`src/rtl/sseg_pkg.sv`:
```
// Shared types, glyph table and polarity helper for the seven-segment scan driver.
// Glyphs are stored active-low in {g,f,e,d,c,b,a} order.
package sseg_pkg;

  typedef logic [6:0] seg_t;

  typedef enum logic {
    ST_BLANK = 1'b0,
    ST_SHOW  = 1'b1
  } scan_state_e;

  localparam seg_t SEG_BLANK = 7'b1111111;

  localparam seg_t FONT [16] = '{
    7'b1000000,  // 0
    7'b1111001,  // 1
    7'b0100100,  // 2
    7'b0110000,  // 3
    7'b0011001,  // 4
    7'b0010010,  // 5
    7'b0000010,  // 6
    7'b1111000,  // 7
    7'b0000000,  // 8
    7'b0010000,  // 9
    7'b0001000,  // A
    7'b0000011,  // b
    7'b1000110,  // C
    7'b0100001,  // d
    7'b0000110,  // E
    7'b0001110   // F
  };

  // Converts one internally active-low pin level to the board's pin polarity.
  function automatic logic polarity(input logic level_n, input logic active_low);
    return active_low ? level_n : ~level_n;
  endfunction

endpackage

```
`src/rtl/sseg_font_rom.sv`:
```
// Combinational nibble-to-glyph lookup; output is active-low gfedcba.
module sseg_font_rom
  import sseg_pkg::*;
(
  input  logic [3:0] nib_i,
  output seg_t       seg_o
);

  assign seg_o = FONT[nib_i];

endmodule

```
`src/rtl/sseg_scan_driver.sv`:
```
// Time-multiplexed N-digit common-anode seven-segment driver with double-buffered
// display contents, blanking interval per digit slot and leading-zero suppression.
module sseg_scan_driver
  import sseg_pkg::*;
#(
  parameter int NUM_DIGITS   = 8,
  parameter int DIGIT_CYCLES = 100000,
  parameter int BLANK_CYCLES = 1000,
  parameter int ACTIVE_LOW   = 1
) (
  input  logic                    clk,
  input  logic                    rst_n,
  input  logic                    load,
  input  logic [4*NUM_DIGITS-1:0] hex_in,
  input  logic [NUM_DIGITS-1:0]   dp_in,
  input  logic [NUM_DIGITS-1:0]   digit_en,
  input  logic                    lz_en,
  output logic [NUM_DIGITS-1:0]   an,
  output logic [6:0]              sseg,
  output logic                    dp,
  output logic                    frame_done
);

  localparam int CNT_W = (DIGIT_CYCLES > 1) ? $clog2(DIGIT_CYCLES) : 1;
  localparam int IDX_W = (NUM_DIGITS > 1) ? $clog2(NUM_DIGITS) : 1;

  localparam logic [CNT_W-1:0] CNT_LAST   = CNT_W'(DIGIT_CYCLES - 1);
  localparam logic [CNT_W-1:0] BLANK_LAST = CNT_W'(BLANK_CYCLES - 1);
  localparam logic [IDX_W-1:0] IDX_LAST   = IDX_W'(NUM_DIGITS - 1);
  localparam logic             POL_LOW    = (ACTIVE_LOW != 0);

  // Deasserted pin levels after polarity is applied.
  localparam logic PIN_OFF = POL_LOW;

  logic [CNT_W-1:0] cnt_q, cnt_d;
  logic [IDX_W-1:0] idx_q, idx_d;
  scan_state_e      state_q, state_d;

  logic [4*NUM_DIGITS-1:0] pend_hex_q, pend_hex_d;
  logic [NUM_DIGITS-1:0]   pend_dp_q, pend_dp_d;
  logic [NUM_DIGITS-1:0]   pend_en_q, pend_en_d;
  logic                    pend_valid_q, pend_valid_d;

  logic [4*NUM_DIGITS-1:0] shd_hex_q, shd_hex_d;
  logic [NUM_DIGITS-1:0]   shd_dp_q, shd_dp_d;
  logic [NUM_DIGITS-1:0]   shd_en_q, shd_en_d;

  logic [NUM_DIGITS-1:0]   an_q, an_d;
  seg_t                    sseg_q, sseg_d;
  logic                    dp_q, dp_d;

  logic slot_last;
  logic frame_end;

  assign slot_last = (cnt_q == CNT_LAST);
  assign frame_end = slot_last && (idx_q == IDX_LAST);

  // ---------------------------------------------------------------------------
  // Slot counter and digit index
  // ---------------------------------------------------------------------------
  always_comb begin
    cnt_d = cnt_q + CNT_W'(1);
    idx_d = idx_q;
    if (slot_last) begin
      cnt_d = '0;
      idx_d = (idx_q == IDX_LAST) ? '0 : idx_q + IDX_W'(1);
    end
  end

  // ---------------------------------------------------------------------------
  // Per-slot BLANK/SHOW state; tracks the counter so that state_q is BLANK
  // exactly while cnt_q < BLANK_CYCLES.
  // ---------------------------------------------------------------------------
  always_comb begin
    state_d = state_q;
    case (state_q)
      ST_BLANK: if (cnt_q == BLANK_LAST) state_d = ST_SHOW;
      ST_SHOW:  if (slot_last)           state_d = ST_BLANK;
      default:  state_d = ST_BLANK;
    endcase
  end

  // ---------------------------------------------------------------------------
  // Pending/shadow double buffer. The shadow only changes at the frame
  // boundary, so a frame is never drawn from two different loads.
  // ---------------------------------------------------------------------------
  always_comb begin
    pend_hex_d   = pend_hex_q;
    pend_dp_d    = pend_dp_q;
    pend_en_d    = pend_en_q;
    pend_valid_d = pend_valid_q;
    shd_hex_d    = shd_hex_q;
    shd_dp_d     = shd_dp_q;
    shd_en_d     = shd_en_q;

    if (load) begin
      pend_hex_d   = hex_in;
      pend_dp_d    = dp_in;
      pend_en_d    = digit_en;
      pend_valid_d = 1'b1;
    end

    if (frame_end) begin
      if (load) begin
        shd_hex_d    = hex_in;
        shd_dp_d     = dp_in;
        shd_en_d     = digit_en;
        pend_valid_d = 1'b0;
      end else if (pend_valid_q) begin
        shd_hex_d    = pend_hex_q;
        shd_dp_d     = pend_dp_q;
        shd_en_d     = pend_en_q;
        pend_valid_d = 1'b0;
      end
    end
  end

  // ---------------------------------------------------------------------------
  // Leading-zero detection: zero_from[i] is set when every nibble and dp bit
  // from position i up to the most significant digit is clear.
  // ---------------------------------------------------------------------------
  logic [3:0]          nib [NUM_DIGITS];
  logic [NUM_DIGITS:0] zero_from;

  assign zero_from[NUM_DIGITS] = 1'b1;

  for (genvar gi = 0; gi < NUM_DIGITS; gi++) begin : g_digit
    assign nib[gi]       = shd_hex_q[4*gi +: 4];
    assign zero_from[gi] = zero_from[gi+1] && (nib[gi] == 4'h0) && !shd_dp_q[gi];
  end

  logic [3:0] cur_nib;
  logic       cur_en;
  logic       cur_dp;
  logic       cur_sup;
  logic       cur_blank;
  seg_t       font_seg;

  assign cur_nib   = nib[idx_q];
  assign cur_en    = shd_en_q[idx_q];
  assign cur_dp    = shd_dp_q[idx_q];
  assign cur_sup   = lz_en && (idx_q != '0) && zero_from[idx_q] && cur_en;
  assign cur_blank = !cur_en || cur_sup;

  sseg_font_rom u_font (
    .nib_i (cur_nib),
    .seg_o (font_seg)
  );

  // ---------------------------------------------------------------------------
  // Output decode, built active-low and then mapped to pin polarity.
  // ---------------------------------------------------------------------------
  logic [NUM_DIGITS-1:0] an_n;
  seg_t                  seg_n;
  logic                  dp_n;

  always_comb begin
    an_n  = '1;
    seg_n = SEG_BLANK;
    dp_n  = 1'b1;
    if (state_q == ST_SHOW) begin
      an_n[idx_q] = 1'b0;
      if (!cur_blank) begin
        seg_n = font_seg;
        dp_n  = ~cur_dp;
      end
    end

    for (int k = 0; k < NUM_DIGITS; k++) begin
      an_d[k] = polarity(an_n[k], POL_LOW);
    end
    for (int k = 0; k < 7; k++) begin
      sseg_d[k] = polarity(seg_n[k], POL_LOW);
    end
    dp_d = polarity(dp_n, POL_LOW);
  end

  // ---------------------------------------------------------------------------
  // State registers
  // ---------------------------------------------------------------------------
  always_ff @(posedge clk or negedge rst_n) begin
    if (!rst_n) begin
      cnt_q        <= '0;
      idx_q        <= '0;
      state_q      <= ST_BLANK;
      pend_hex_q   <= '0;
      pend_dp_q    <= '0;
      pend_en_q    <= '0;
      pend_valid_q <= 1'b0;
      shd_hex_q    <= '0;
      shd_dp_q     <= '0;
      shd_en_q     <= '0;
      an_q         <= {NUM_DIGITS{PIN_OFF}};
      sseg_q       <= {7{PIN_OFF}};
      dp_q         <= PIN_OFF;
    end else begin
      cnt_q        <= cnt_d;
      idx_q        <= idx_d;
      state_q      <= state_d;
      pend_hex_q   <= pend_hex_d;
      pend_dp_q    <= pend_dp_d;
      pend_en_q    <= pend_en_d;
      pend_valid_q <= pend_valid_d;
      shd_hex_q    <= shd_hex_d;
      shd_dp_q     <= shd_dp_d;
      shd_en_q     <= shd_en_d;
      an_q         <= an_d;
      sseg_q       <= sseg_d;
      dp_q         <= dp_d;
    end
  end

  assign an         = an_q;
  assign sseg       = sseg_q;
  assign dp         = dp_q;
  assign frame_done = frame_end;

endmodule

```
`config.mk`:
```
export PLATFORM = sky130hd
export DESIGN_NAME = sseg_scan_driver
export DESIGN_NICKNAME = d
export VERILOG_FILES = /design/src/rtl/sseg_pkg.sv /design/src/rtl/sseg_font_rom.sv /design/src/rtl/sseg_scan_driver.sv
export SDC_FILE = /design/constraint.sdc
export NUM_CORES = 1
export LEC_CHECK = 0
export ABC_AREA = 0
export BUFFER_PORTS_ARGS = -buffer_cell sky130_fd_sc_hd__clkbuf_2
export CORE_MARGIN = 2
export CORE_UTILIZATION = 50
export DETAILED_ROUTE_END_ITERATION = 8
export PLACE_DENSITY = 0.67
export SLEW_MARGIN = 10
export SYNTH_ARGS = -nofsm -noshare
export SYNTH_HDL_FRONTEND = slang
export SYNTH_SLANG_ARGS = --single-unit
```
`constraint.sdc`:
```
create_clock -name clk -period 2.65 [get_ports clk]
set_input_delay 0.53 -clock clk [delete_from_list [all_inputs] [get_ports clk]]
set_output_delay 0.53 -clock clk [all_outputs]
set_load 0.01 [all_outputs]
```
Word level (Yosys, flattened, before mapping) --
Memories as Yosys holds them, arrays and structs flattened. Cells that the tools add are included.
Cells by class: mux-type cells 33, $add $sub $neg 2, eq/ne operators 3, reductions and logical operators 41, order comparisons 5, bitwise logic cells 5
Operator list (count):
- 32-bit 2-to-1 mux | 2
- 8-bit 2-to-1 mux | 5
- 4-bit logical NOT | 8
- 7-bit 2-to-1 mux | 4
- 1-bit logical AND | 20
- 17-bit by 1-bit adder with 17-bit output (second input constant) | 1
- 17-bit by 10-bit == test with 1-bit output (second input constant) | 1
- 17-bit == test (second input constant) | 1
- 17-bit 2-to-1 mux | 1
- 4-bit binary-select mux with 3-bit select | 1
- 1-bit 2-to-1 mux | 12
- 1-bit binary-select mux with 3-bit select | 3
- 1-bit logical NOT | 9
- 4-bit 2-to-1 mux | 2
- 8-bit inverter | 1
- 5-bit >= comparator (second input constant) | 1
- 3-bit by 5-bit less-than comparator with 1-bit output (second input constant) | 1
- 4-bit inverter with 5-bit output | 1
- 4-bit >= comparator (second input constant) | 1
- 3-bit by 4-bit less-than comparator with 1-bit output (second input constant) | 1
- 3-bit inverter with 4-bit output | 1
- 3-bit by 1-bit adder with 3-bit output (second input constant) | 1
- 1-bit demux with 3-bit select | 1
- 3-bit == test (second input constant) | 1
- 8 further kinds | 9
Storage, ports and cells: output and inout port bits 17, bits in read-only memories 112, register bits 134, memories kept 1, word-level logic and storage cells 103
Memory list:
- (name not given) | depth 16, width 7, rd ports 1, clocked after memory_dff 0, wr ports 0, RTL line sseg_font_rom.sv:9 | assign seg_o = FONT[nib_i];

Logic depth before layout (Yosys ltp) --
Gate-level depths: netlist of run 1.
depth in word-level cells 23, gate-level depth with buffers 10

Hierarchy --
Synthesis of run 1 repeated with hierarchy kept, for this count alone.
Second synthesis, totals: cell total of the unflattened synthesis 429, area total of the unflattened synthesis 6014.5 µm²
By module, submodules not included:
- sseg_scan_driver | cells an instance 397, instances 1, area each 5739.3 µm², seq. area each 3373.2 µm²
- sseg_font_rom | cells an instance 32, instances 1, area each 275.3 µm², seq. area each 0.0 µm²

Worst setup path before layout of run 1 --
Ideal clock, no wire load.
path kind register -> register, start point reg idx_q[0], end point reg sseg_q[0], in the netlist sseg[0], slack 0.231 ns, stages on the path, launching flop included 10, data arrival time 2.336 ns, period minus slack after synthesis 2.419 ns, buffers on the path 2, setup time 0.082 ns, cells stage by stage dfrtp_1 buf_2 buf_2 mux4_2 mux2i_1 inv_1 ha_1 a21o_1 a21oi_1 nand2_1
Between the ends: longest elaborated chain between the ends 10
RTL lines:
- start: declaration | RTL line sseg_scan_driver.sv:36 | logic [IDX_W-1:0] idx_q, idx_d;
- start signal: assignment | RTL line sseg_scan_driver.sv:198 | idx_q <= idx_d;
- 3-bit inverter with 4-bit output (implied by the code) | RTL line sseg_scan_driver.sv:139 | assign cur_nib = nib[idx_q];
- 4-bit binary-select mux with 3-bit select | RTL line sseg_scan_driver.sv:139
- 4-bit 2-to-1 mux (implied by the code) (2 in a row) | RTL line sseg_scan_driver.sv:139
- 4-bit inverter with 5-bit output (implied by the code) | RTL line sseg_font_rom.sv:9
- memory 16 x 7 bit
- 7-bit 2-to-1 mux (implied by the code) (2 in a row) | RTL line sseg_font_rom.sv:9
- 7-bit 2-to-1 mux * | RTL line sseg_scan_driver.sv:163 | if (!cur_blank) begin
- 7-bit 2-to-1 mux * | RTL line sseg_scan_driver.sv:161 | if (state_q == ST_SHOW) begin
- net seg_n[0] | RTL line sseg_scan_driver.sv:154 | seg_t seg_n;
- end signal: assignment | RTL line sseg_scan_driver.sv:194 | sseg_q <= {7{PIN_OFF}};
- end signal: assignment | RTL line sseg_scan_driver.sv:208 | sseg_q <= sseg_d;
- end: declaration | RTL line sseg_scan_driver.sv:49 | seg_t sseg_q, sseg_d;
The timed path passes the listed nets; every way through them passes the cells marked *. The select of a mux whose other input is x is not followed. A chain may end at the register's enable or synchronous reset.

Worst setup path in the final report of run 1 --
start point reg cnt_q[11], end point out frame_done
Between the ends: longest elaborated chain between the ends 2
RTL lines:
- start: declaration | RTL line sseg_scan_driver.sv:35 | logic [CNT_W-1:0] cnt_q, cnt_d;
- start signal: assignment | RTL line sseg_scan_driver.sv:197 | cnt_q <= cnt_d;
- 17-bit == test | RTL line sseg_scan_driver.sv:55 | assign slot_last = (cnt_q == CNT_LAST);
- 1-bit logical AND | RTL line sseg_scan_driver.sv:56 | assign frame_end = slot_last && (idx_q == IDX_LAST);
- end: declaration | RTL line sseg_scan_driver.sv:21 | output logic frame_done
Every way passes these cells.

==> results of run 1 <==
==> layout by cell type, fill, tap and decap left out, types with 2 or more instances in the layout <==
cell type	count
o311ai_1	3
mux2i_1	4
dfrtp_1	118
ha_1	10
xnor2_1	6
nor4_1	2
inv_1	5
or4_1	8
a22oi_1	2
mux2_4	20
and3_1	3
nand3_1	12
inv_6	2
mux4_2	12
clkinvlp_4	4
bufinv_16	3
nand2_1	30
nor2b_1	2
mux2_2	63
clkbuf_16	17
buf_12	4
o211ai_1	2
xor2_1	9
nand4_1	6
buf_4	13
clkinv_4	4
dfstp_2	16
o21ai_0	9
mux2_1	16
clkbuf_2	67
nor2_1	24
==> critical path, cell delays in order (launching register included) <==
cell and delay [ns]:
dfrtp_1 0.43, or4_1 0.58, nor2_2 0.16, nand3_2 0.11
nor2_4 0.16, clkbuf_2 0.17
==> registers in the layout, indices dropped and copies added, names as in the netlist <==
signal,count
an,8
cnt_q,17
dp,1
idx_q,3
pend_dp_q,8
pend_en_q,8
pend_hex_q,32
pend_valid_q,1
shd_dp_q,8
shd_en_q,8
shd_hex_q,32
sseg,7
state_q,1
==> layer usage <==
metal,track usage,vias up
li1,-,1696
met1,0.2679,1846
met2,0.3146,86
met3,0.06749,13
met4,0.06504,0
met5,0,-
==> through the flow <==
step / hold slack (ns) / std cells / power [mW] / instance area, um^2 / setup WS (ns)
after floorplan: 0.2344 / 424 / 2.270 / 5971 / 0.2315
after global placement: 0.4461 / 632 / 2.385 / 6570 / 0.3339
after detailed placement: 0.4523 / 632 / 2.394 / 6570 / 0.2584
after CTS: 0.1202 / 664 / 4.792 / 7177 / 0.07627
after global routing: 0.1429 / 664 / 4.920 / 7177 / 0.01082
final: 0.1145 / 664 / 4.738 / 7177 / 0.09466
==> final cells by class <==
cell class | instances | area [um^2] | share of cell area
timing repair buffer | 84 | 513.0 | 0.07148
sequential | 134 | 3373 | 0.4700
multi-input combinational | 265 | 2482 | 0.3459
clock inverter | 14 | 177.7 | 0.02476
tap | 143 | 178.9 | 0.02493
clock buffer | 18 | 429.2 | 0.05980
inverter | 6 | 22.52 | 0.003138
==> worst paths after layout <==
kind                             from              to  slack [ns]  depth (start not counted)
setup / recovery            cnt_q[11]      frame_done        0.09                          5
hold / removal                  rst_n   pend_hex_q[2]        0.11                          1
setup reg to reg             idx_q[1]         sseg[6]        0.26                          8
hold reg to reg              cnt_q[0]        cnt_q[0]        0.46                          1
max in group asynchronous       rst_n   shd_hex_q[28]        1.69                          2
min in group clk           hex_in[22]  pend_hex_q[22]        0.36                          2
==> logic make-up after synthesis <==
family,after synthesis
compound gates,25
mux,115
flops,134
fa+ha+maj,10
simple gates,100
buf+inv,25
xor+xnor,15
==> power groups by stage <==
stage	Combinational, mW	Clock [mW]	Sequential [mW]
2_1_floorplan	0.102	0	2.17
3_3_place_gp	0.215	0	2.17
3_5_place_dp	0.219	0	2.18
4_1_cts	0.222	2.43	2.14
5_1_grt	0.239	2.54	2.14
6_report	0.214	2.38	2.14
==> results.md, run 1 <==
- P_int: 3.712 mW
- Synthesized area: 5971 um^2
- Total track usage: 0.2013
- Tightest Pin Transition: 0.6429 ns
- Full die area: 12830 um^2
- Pwr dens: 660.1 nW/um^2
- Iter 0 DRT Violations: 174
- Total wire length: 11710 um
- Critical Path Start Type: register
- Routed vias: 3641
- DR DRC count: 0
- Critical Path AT: 2.03 ns
- Row count: 39
- Final nets: 570
- Vias in the first global route: 3842
- P&R area growth vs syn: 20.20%
- Vias per cell: 5.483
- Avg Inst Size Synth: 14.08 um^2
- Count leader, synth: dfrtp_1
- Top cells by area, synth: dfrtp_1 49%, mux2_2 12%, dfstp_2 7.0%
- TritonCTS buffer count: 17
- Max Used Layer: met4
- Clk pwr share: 0.503
- Top cells by count, synth: 118 x dfrtp_1, 63 x mux2_2, 30 x nand2_1
- CORE AREA: 11520 um^2
- Number of fill cells: 870
- Clock latency on the worst-skew pair: 0.42 ns
- Drt wl/cell: 17.64 um
- Post-Synth XOR/XNOR Area: 0.02200
- Worst Path Max Fanout: 5
- Starting Density: 0.5185
- Total of warnings raised by yosys: 0
- Unrepaired setup endpoints after global routing: false
- Die Width: 113.3 um
- Drt pass-1 iters: 5
- Worst setup path category: register to output pin
- Simple-gate area share of the yosys netlist: 0.08906
- CTS Buffer Depth: 2
- Io pins: 69
- CTS tree: built
- Largest family of logic cells by synthesized area: multiplexers
- #FFs+latches synth: 134
- Critical Path End Type: output pin
- Largest net degree at the start of global routing: 50
- Slew Limit Fails: 0
- Top cell type's share of synthesized area: 0.4946
- Core Util, Final: 0.6232
- Status: finished, final reports clean
- Post-route ant nets: 0
- NetSw: 1.026 mW
- Setup TNS: 0 ns
- Resize count post-CTS: 0
- H-tree levels: 4
- Post-synthesis adder-cell area fraction: 0.02096
- Count of cell types in the netlist: 50
- F_max: 391.3 MHz
- RePlAce Congestion: 0.8665
- Seq/Total Area, Yosys: 0.5650
- Ys flop type: dfrtp_1
- Switch share: 0.2165
- Ant. Diodes: 0
- HPWL after DPL: 8208 um
- Area leader, netlist: dfrtp_1
- Final Hold Fails: 0
- Async SR Flop Fraction: 1.000
- Post-synthesis mux area share: 0.2513
- Compound-Gate Fraction of Synth Area: 0.03122
- Die height: 113.3 um
- Clock transition at the registers of the reported paths: 0.06 ns
- Seq pwr share: 0.451
- Max-slew headroom: 0.5714
- Met3 wire len: 556 um
- Hold_buf cts: 0
- Total congestion overflow: 0
- Post-synth EDFFs: 0
- Met2 Wirelength: 5766 um
- Gate Count Post-Synth: 424
- WL met1: 5247 um
- Root buffer cell: clkbuf_16
- # port buffers: 68
- Pleak: 3.436 nW
- Logic pwr share: 0.045
- Max Cap Viol: 0
- Peak VDD IR: 410.2 uV
- Synth Net Count: 486
- Critical Path RT: 2.12 ns
- Fin crit period: 2.555 ns
- Num Clock Sinks: 134
- Layout cell share with drive strength beyond 1: 0.4530
- Final period utilization: 0.9643
- Initial antenna violation count: 0
- HP Class: primary input to async pin
- First-pass GRT wire length: 19830 um
- Final setup viols: 0
- Setup Buffers After CTS: 0
- Worst clock skew: 0.006459 ns
Note: power is estimated with default switching activity, not from simulation.
==> run 2, diff against run 1 <==
- SYNTH_HIERARCHICAL: default -> 1
==> run 2 against run 1 <==
Die area is 0.71% higher. Routed wire length is 2.1% lower. Sequential share of layout area is 0.19 points lower. Setup slack better by 0.0067 ns. Non-clock buffer count is 3 higher. Utilization is 1.5 points lower. Clock-buffer cell count is 1 lower. Via count is 1.8% higher. Combinational power is 4% lower. Clock power hardly changed. Synthesized cell count is 1.2% higher. Highest routed layer unchanged.
==> results.md, run 2 <==
- Final period utilization: 0.9618 (-0.002528)
- Count leader, synth: dfrtp_1
- Most frequent cells in the layout: 116 x dfrtp_1, 103 x mux2_2, 67 x clkbuf_2
- Starting Density: 0.5071 (-0.01140)
- Unrepaired setup endpoints after global routing: false
- Root buffer cell: clkbuf_16
- F_max: 392.4 MHz (+0.26%)
- Worst setup path category: register to register
- Hold_buf cts: 0 (unchanged)
- Clock transition at the registers of the reported paths: 0.06 ns (about the same)
- Critical Path End Type: register
- Max Cap Viol: 0 (unchanged)
- Peak VDD IR: 392.9 uV (-4.2%)
- HP Class: primary input to async pin
- Die height: 113.7 um (+0.35%)
- Core Util, Final: 0.6080 (-0.01519)
- Initial antenna violation count: 0 (unchanged)
- Io pins: 69 (unchanged)
- H-tree levels: 4 (unchanged)
- Leading cell type in the layout, fill and taps excluded: dfrtp_1
- Final setup viols: 0 (unchanged)
- CTS tree: built
- Total wire length: 11470 um (-2.1%)
- Fin crit period: 2.549 ns (-0.006700 ns)
- Full die area: 12920 um^2 (+0.71%)
- Pleak: 3.361 nW (-2.2%)
- Synthesized area: 6015 um^2 (+0.73%)
- Async SR Flop Fraction: 1.000 (unchanged)
- TritonCTS buffer count: 17 (unchanged)
- Top cell type's share of synthesized area: 0.4910 (-0.003601)
- First-pass GRT wire length: 19550 um (-1.4%)
- Die Width: 113.7 um (+0.35%)
- Ys flop type: dfrtp_1
- Total track usage: 0.1973 (-0.004001)
- P_int: 3.704 mW (-0.20%)
- Num Clock Sinks: 134 (unchanged)
- NetSw: 1.009 mW (-1.7%)
- Logic pwr share: 0.043 (-0.002)
- Top cells by count, synth: 118 x dfrtp_1, 104 x mux2_2, 29 x nor2_1
- Routed vias: 3707 (+1.8%)
- HPWL after DPL: 8103 um (-1.3%)
- Critical Path RT: 2.99 ns (+0.87 ns)
- Status: finished, final reports clean
- Clk pwr share: 0.503 (about the same)
- P&R area growth vs syn: 19.91%
- Slowest cell on crit path: mux4_2
- Total of warnings raised by yosys: 6 (+6)
- Critical Path AT: 2.89 ns (+0.86 ns)
- Post-route ant nets: 0 (unchanged)
- Top cells by area, synth: dfrtp_1 49%, mux2_2 19%, dfstp_2 7.0%
- Vias in the first global route: 3876 (+0.88%)
- Critical Path Start Type: register
- Vias per cell: 5.492 (+0.15%)
- Setup TNS: 0 ns (unchanged)
- Total congestion overflow: 0 (unchanged)
- Clock latency on the worst-skew pair: 0.42 ns (about the same)
- Synth Net Count: 492 (+1.2%)
- # port buffers: 68 (unchanged)
- Worst path cell trace: buf_4 > mux4_2 > mux2_4 > inv_2 > ha_1 > and2b_2 > or3b_1 > o21ai_0 > nor2_1 > o21ai_1
- Iter 0 DRT Violations: 127 (-27%)
- Pwr dens: 653.5 nW/um^2 (-1.0%)
- Max-slew headroom: 0.3405 (-0.2310)
- Seq pwr share: 0.454 (+0.003)
- Final nets: 578 (+1.4%)
- Post-synth EDFFs: 0 (unchanged)
- CP peak stage delay: 0.48 ns (-0.10 ns)
- Area leader, netlist: dfrtp_1
- Drt pass-1 iters: 4 (-1)
- Slew Limit Fails: 0 (unchanged)
- DR DRC count: 0 (unchanged)
- Switch share: 0.2140 (-0.002511)
- Final Hold Fails: 0 (unchanged)
- RePlAce Congestion: 0.8571 (-1.1%)
- Ant. Diodes: 0 (unchanged)
- CORE AREA: 11860 um^2 (+3.0%)
- Avg Inst Size Synth: 14.02 um^2 (-0.44%)
- Worst clock skew: 0.008413 ns (+0.001954 ns)
- Top Registers: pend_hex_q (32), shd_hex_q (32), cnt_q (17)
- #FFs+latches synth: 134 (unchanged)
- Count of cell types in the netlist: 49 (-2.0%)
- Tightest Pin Transition: 0.9826 ns (+0.3398 ns)
- CTS Buffer Depth: 2 (unchanged)
- Worst Path Max Fanout: 6 (+1)
- Layout cell share with drive strength beyond 1: 0.5019 (+0.04892)
- Row count: 40 (+2.6%)
- Gate Count Post-Synth: 429 (+1.2%)
- Largest net degree at the start of global routing: 48 (-4.0%)
- Drt wl/cell: 16.99 um (-3.7%)
- Seq/Total Area, Yosys: 0.5608 (-0.004114)
[run 2: worst max-delay path: cells and delay by family (launching register included)]
| family | cells | cell delay (ns) |
|---|---|---|
| AO/OA/AOI/OAI | 2 | 0.16 |
| flip-flops | 1 | 0.44 |
| AND/OR/NAND/NOR | 3 | 0.67 |
| adder cells (fa/ha/maj) | 1 | 0.19 |
| multiplexers | 2 | 0.79 |
| buffers and inverters | 2 | 0.24 |
[run 2: layer usage]
metal  routed length (um)  part of all wire  vias to the layer above  global-route usage
li1                     -                 -                     1738                   -
met1                 5238              0.46                     1871              0.2624
met2                 5577              0.49                       80              0.3158
met3                  478             0.042                       18             0.05207
met4                  172             0.015                        0             0.07236
met5                    0                 0                        -                   0
[run 2: final timing paths]
kind | from | to | slack [ns] | cells after the start
worst max register to register | idx_q[0] | sseg[0] | 0.10 | 10
worst max-delay path | idx_q[0] | sseg[0] | 0.10 | 10
max in group asynchronous | rst_n | sseg[5] | 1.88 | 2
worst min-delay path | rst_n | pend_en_q[1] | 0.11 | 1
worst min register to register | pend_dp_q[1] | pend_dp_q[1] | 0.49 | 1
min in group clk | hex_in[6] | pend_hex_q[6] | 0.36 | 2
[run 2: cell families (layout without fill, tap and decap cells)]
logic type | Yosys count | count (layout) | synth area share
XOR/XNOR | 14 | 14 | 0.02039
buffers and inverters | 27 | 126 | 0.02517
adder cells (fa/ha/maj) | 11 | 11 | 0.02288
AO/OA/AOI/OAI | 26 | 26 | 0.02705
AND/OR/NAND/NOR | 96 | 96 | 0.09237
flip-flops | 134 | 134 | 0.5608
multiplexers | 121 | 121 | 0.2513
[run 2: final cells by class]
class	count	area [um^2]
Clock inverter	15	177.7
Timing Repair Buffer	87	526.8
Clock buffer	17	425.4
Fill cell	926	4649
Multi-Input combinational cell	268	2496
Tap cell	147	183.9
Inverter	7	26.28
Sequential cell	134	3376
[run 2: through the flow]
step	std cells	instance area [um^2]	hold WS [ns]	setup WS, ns	total power, mW
3_3_place_gp	639	6566	0.4723	0.1072	2.379
4_1_cts	671	7172	0.1167	0.01265	4.768
2_1_floorplan	429	6025	0.2344	0.01401	2.268
5_1_grt	675	7212	0.1442	0.0005411	4.894
3_5_place_dp	639	6566	0.4846	0.02753	2.388
6_report	675	7212	0.1073	0.1014	4.713
[run 2: power groups by stage]
stage                     combinational, mW  clock [mW]  sequential (mW)
after floorplan                       0.101           0             2.17
after global placement                0.208           0             2.17
after detailed placement              0.213           0             2.17
after CTS                             0.214        2.41             2.14
after global routing                  0.234        2.52             2.14
final                                 0.205        2.37             2.14
[run 2: repair_timing]
item / CTS / global route
hold endpoints to repair: 0 / 0
gates resized for setup: 2 / 5
setup endpoints to repair: 1 / 3
cloned: 0 / 0
setup buffers: 0 / 4
==> run 3, diff against run 2 <==
- RECOVER_POWER: default -> 25
==> run 3 against run 2 <==
The flow now finishes with violations (max-capacitance violations, max-slew violations). Final cell count stayed put. Sequential cell count stayed put. Setup slack better by 0.0012 ns. Final area hardly changed.
==> results.md, run 3 (same netlist as run 2, synthesis figures left out) <==
- Status: finished, violations left
- Violated checks: max-capacitance violations, max-slew violations
- Fin crit period: 2.547 ns (-0.001180 ns)
- Ant. Diodes: 0 (unchanged)
- Top Registers: pend_hex_q (32), shd_hex_q (32), cnt_q (17)
- Pwr dens: 653.9 nW/um^2 (about the same)
- H-tree levels: 4 (unchanged)
- Final nets: 578 (unchanged)
- Iter 0 DRT Violations: 120 (-5.5%)
- Pleak: 3.357 nW (-0.11%)
- P&R area growth vs syn: 19.85% (about the same)
- Clock latency on the worst-skew pair: 0.42 ns (about the same)
- HPWL after DPL: 8103 um (unchanged)
- CORE AREA: 11860 um^2 (unchanged)
- Buf/Inv on CP: 2 (unchanged)
- Worst path cell trace: buf_4 > mux4_2 > mux2_4 > inv_2 > ha_1 > and2b_2 > or3b_1 > o21ai_0 > nor2_1 > o21ai_1
- F_max: 392.5 MHz (about the same)
- Worst Path Max Fanout: 6 (unchanged)
- DP Worst Slack: 0.02753 ns (unchanged)
- Critical Path Start Type: register
- RePlAce Congestion: 0.8571 (unchanged)
- Reg-to-reg slack, setup: 0.10 ns (about the same)
- Vias in the first global route: 3876 (unchanged)
- Io pins: 69 (unchanged)
- CTS Buffer Depth: 2 (unchanged)
- Final Hold Fails: 0 (unchanged)
- DR DRC count: 0 (unchanged)
- # port buffers: 68 (unchanged)
- Total track usage: 0.1973 (unchanged)
- Die height: 113.7 um (unchanged)
- Die Width: 113.7 um (unchanged)
- Row count: 40 (unchanged)
- Worst r2r dst: sseg[0]
- Num Clock Sinks: 134 (unchanged)
- Vias per cell: 5.458 (-0.62%)
- Leading cell type in the layout, fill and taps excluded: dfrtp_1
- Slew Limit Fails: 42 (+42)
- TritonCTS buffer count: 17 (unchanged)
- Met1 usage: 0.2624 (unchanged)
- Overall power: 4.713 mW (about the same)
- Min-delay src: hex_in[6]
- Drt pass-1 iters: 4 (unchanged)
- Worst clock skew: 0.008100 ns (-0.0003128 ns)
- Post-route ant nets: 0 (unchanged)
- Final worst slack: 0.1025 ns (+0.001180 ns)
- Critical Path AT: 2.89 ns (about the same)
- Hold_buf cts: 0 (unchanged)
- Reg2Reg Depth: 10 (unchanged)
- Total congestion overflow: 0 (unchanged)
- Tightest Pin Transition: 2.298 ns (+1.315 ns)
- Final setup viols: 0 (unchanged)
- Root buffer cell: clkbuf_16
- Clock transition at the registers of the reported paths: 0.06 ns (about the same)
- Delay-heaviest family, CP: multiplexers
- Critical Path End Type: register
- Starting Density: 0.5071 (unchanged)
- Hold Path Sink: pend_hex_q[6]
- Slowest cell on crit path: mux4_2
- Initial antenna violation count: 0 (unchanged)
- Final period utilization: 0.9613 (about the same)
- First-pass GRT wire length: 19550 um (unchanged)
- Critical Path RT: 2.99 ns (about the same)
- GR Util met2: 0.3158 (unchanged)
- Hold Worst Slack: 0.3608 ns (+0.2536 ns)
- Setup TNS: 0 ns (unchanged)
- CP peak stage delay: 0.47 ns (about the same)
- Drt wl/cell: 16.90 um (-0.51%)
- Routed vias: 3684 (-0.62%)
- Unrepaired setup endpoints after global routing: false
- Layout cell share with drive strength beyond 1: 0.5000 (-0.001894)
- Max Cap Viol: 1 (+1)
- Worst setup path category: register to register
- Peak VDD IR: 393.0 uV (about the same)
- CTS tree: built
- Total wire length: 11410 um (-0.51%)
- Max-slew headroom: -0.5318 (-0.8722)
- Most frequent cells in the layout: 116 x dfrtp_1, 103 x mux2_2, 67 x clkbuf_2
- GRT busiest layer: met2
- Met3 Use GR: 0.05207 (unchanged)
- Largest net degree at the start of global routing: 48 (unchanged)
- Full die area: 12920 um^2 (unchanged)
- Worst r2r src: idx_q[0]
- Hold path depth: 2
- HP Class: primary input to register
## run 3: worst max path at each step
stage          startpoint          to  slack (ns)  cells after the start
6_report         idx_q[0]     sseg[0]        0.10                     10
5_1_grt          idx_q[0]  frame_done      0.0005                      7
4_1_cts          idx_q[0]  frame_done        0.01                      7
3_5_place_dp     idx_q[0]     sseg[3]        0.03                      9
3_3_place_gp     idx_q[0]     sseg[3]        0.11                      9
2_1_floorplan    idx_q[0]     sseg[0]        0.01                     11
## run 3: final cells by class
| cell class | instances | area [um^2] |
|---|---|---|
| Timing Repair Buffer | 87 | 523.0 |
| Clock inverter | 15 | 177.7 |
| Multi-Input combinational cell | 268 | 2496 |
| Fill cell | 926 | 4653 |
| Clock buffer | 17 | 425.4 |
| Sequential cell | 134 | 3376 |
| Inverter | 7 | 26.28 |
| Tap cell | 147 | 183.9 |
## run 3: where the power goes
| part | internal [mW] | switching, mW |
|---|---|---|
| Combinational | 0.102 | 0.103 |
| Sequential | 2.12 | 0.0179 |
| Clock | 1.48 | 0.888 |
| Total | 3.70 | 1.01 |
## run 3: routing by layer
| layer | up-vias | wire [um] |
|---|---|---|
| met5 | - | 0 |
| met4 | 0 | 155 |
| met3 | 16 | 460 |
| met2 | 67 | 5583 |
| met1 | 1865 | 5209 |
| li1 | 1736 | - |
## run 3: worst register-to-register path: stages (launching register included)
cell,delay (ns)
dfrtp_2,0.44
buf_4,0.14
mux4_2,0.47
mux2_4,0.31
inv_2,0.10
ha_1,0.19
and2b_2,0.23
or3b_1,0.37
o21ai_0,0.08
nor2_1,0.07
o21ai_1,0.08
## run 3: stage by stage
step                instances  cell area, um^2    util
global placement          639             6566  0.5536
detailed placement        639             6566  0.5536
floorplan                 429             6025       -
finish                    675             7208  0.6077
CTS                       671             7172  0.6046
global route              675             7208  0.6077
## run 3: timing repair
action	in CTS	in global routing
setup endpoints to repair	1	3
gates resized for setup	2	5
buffers inserted	0	4
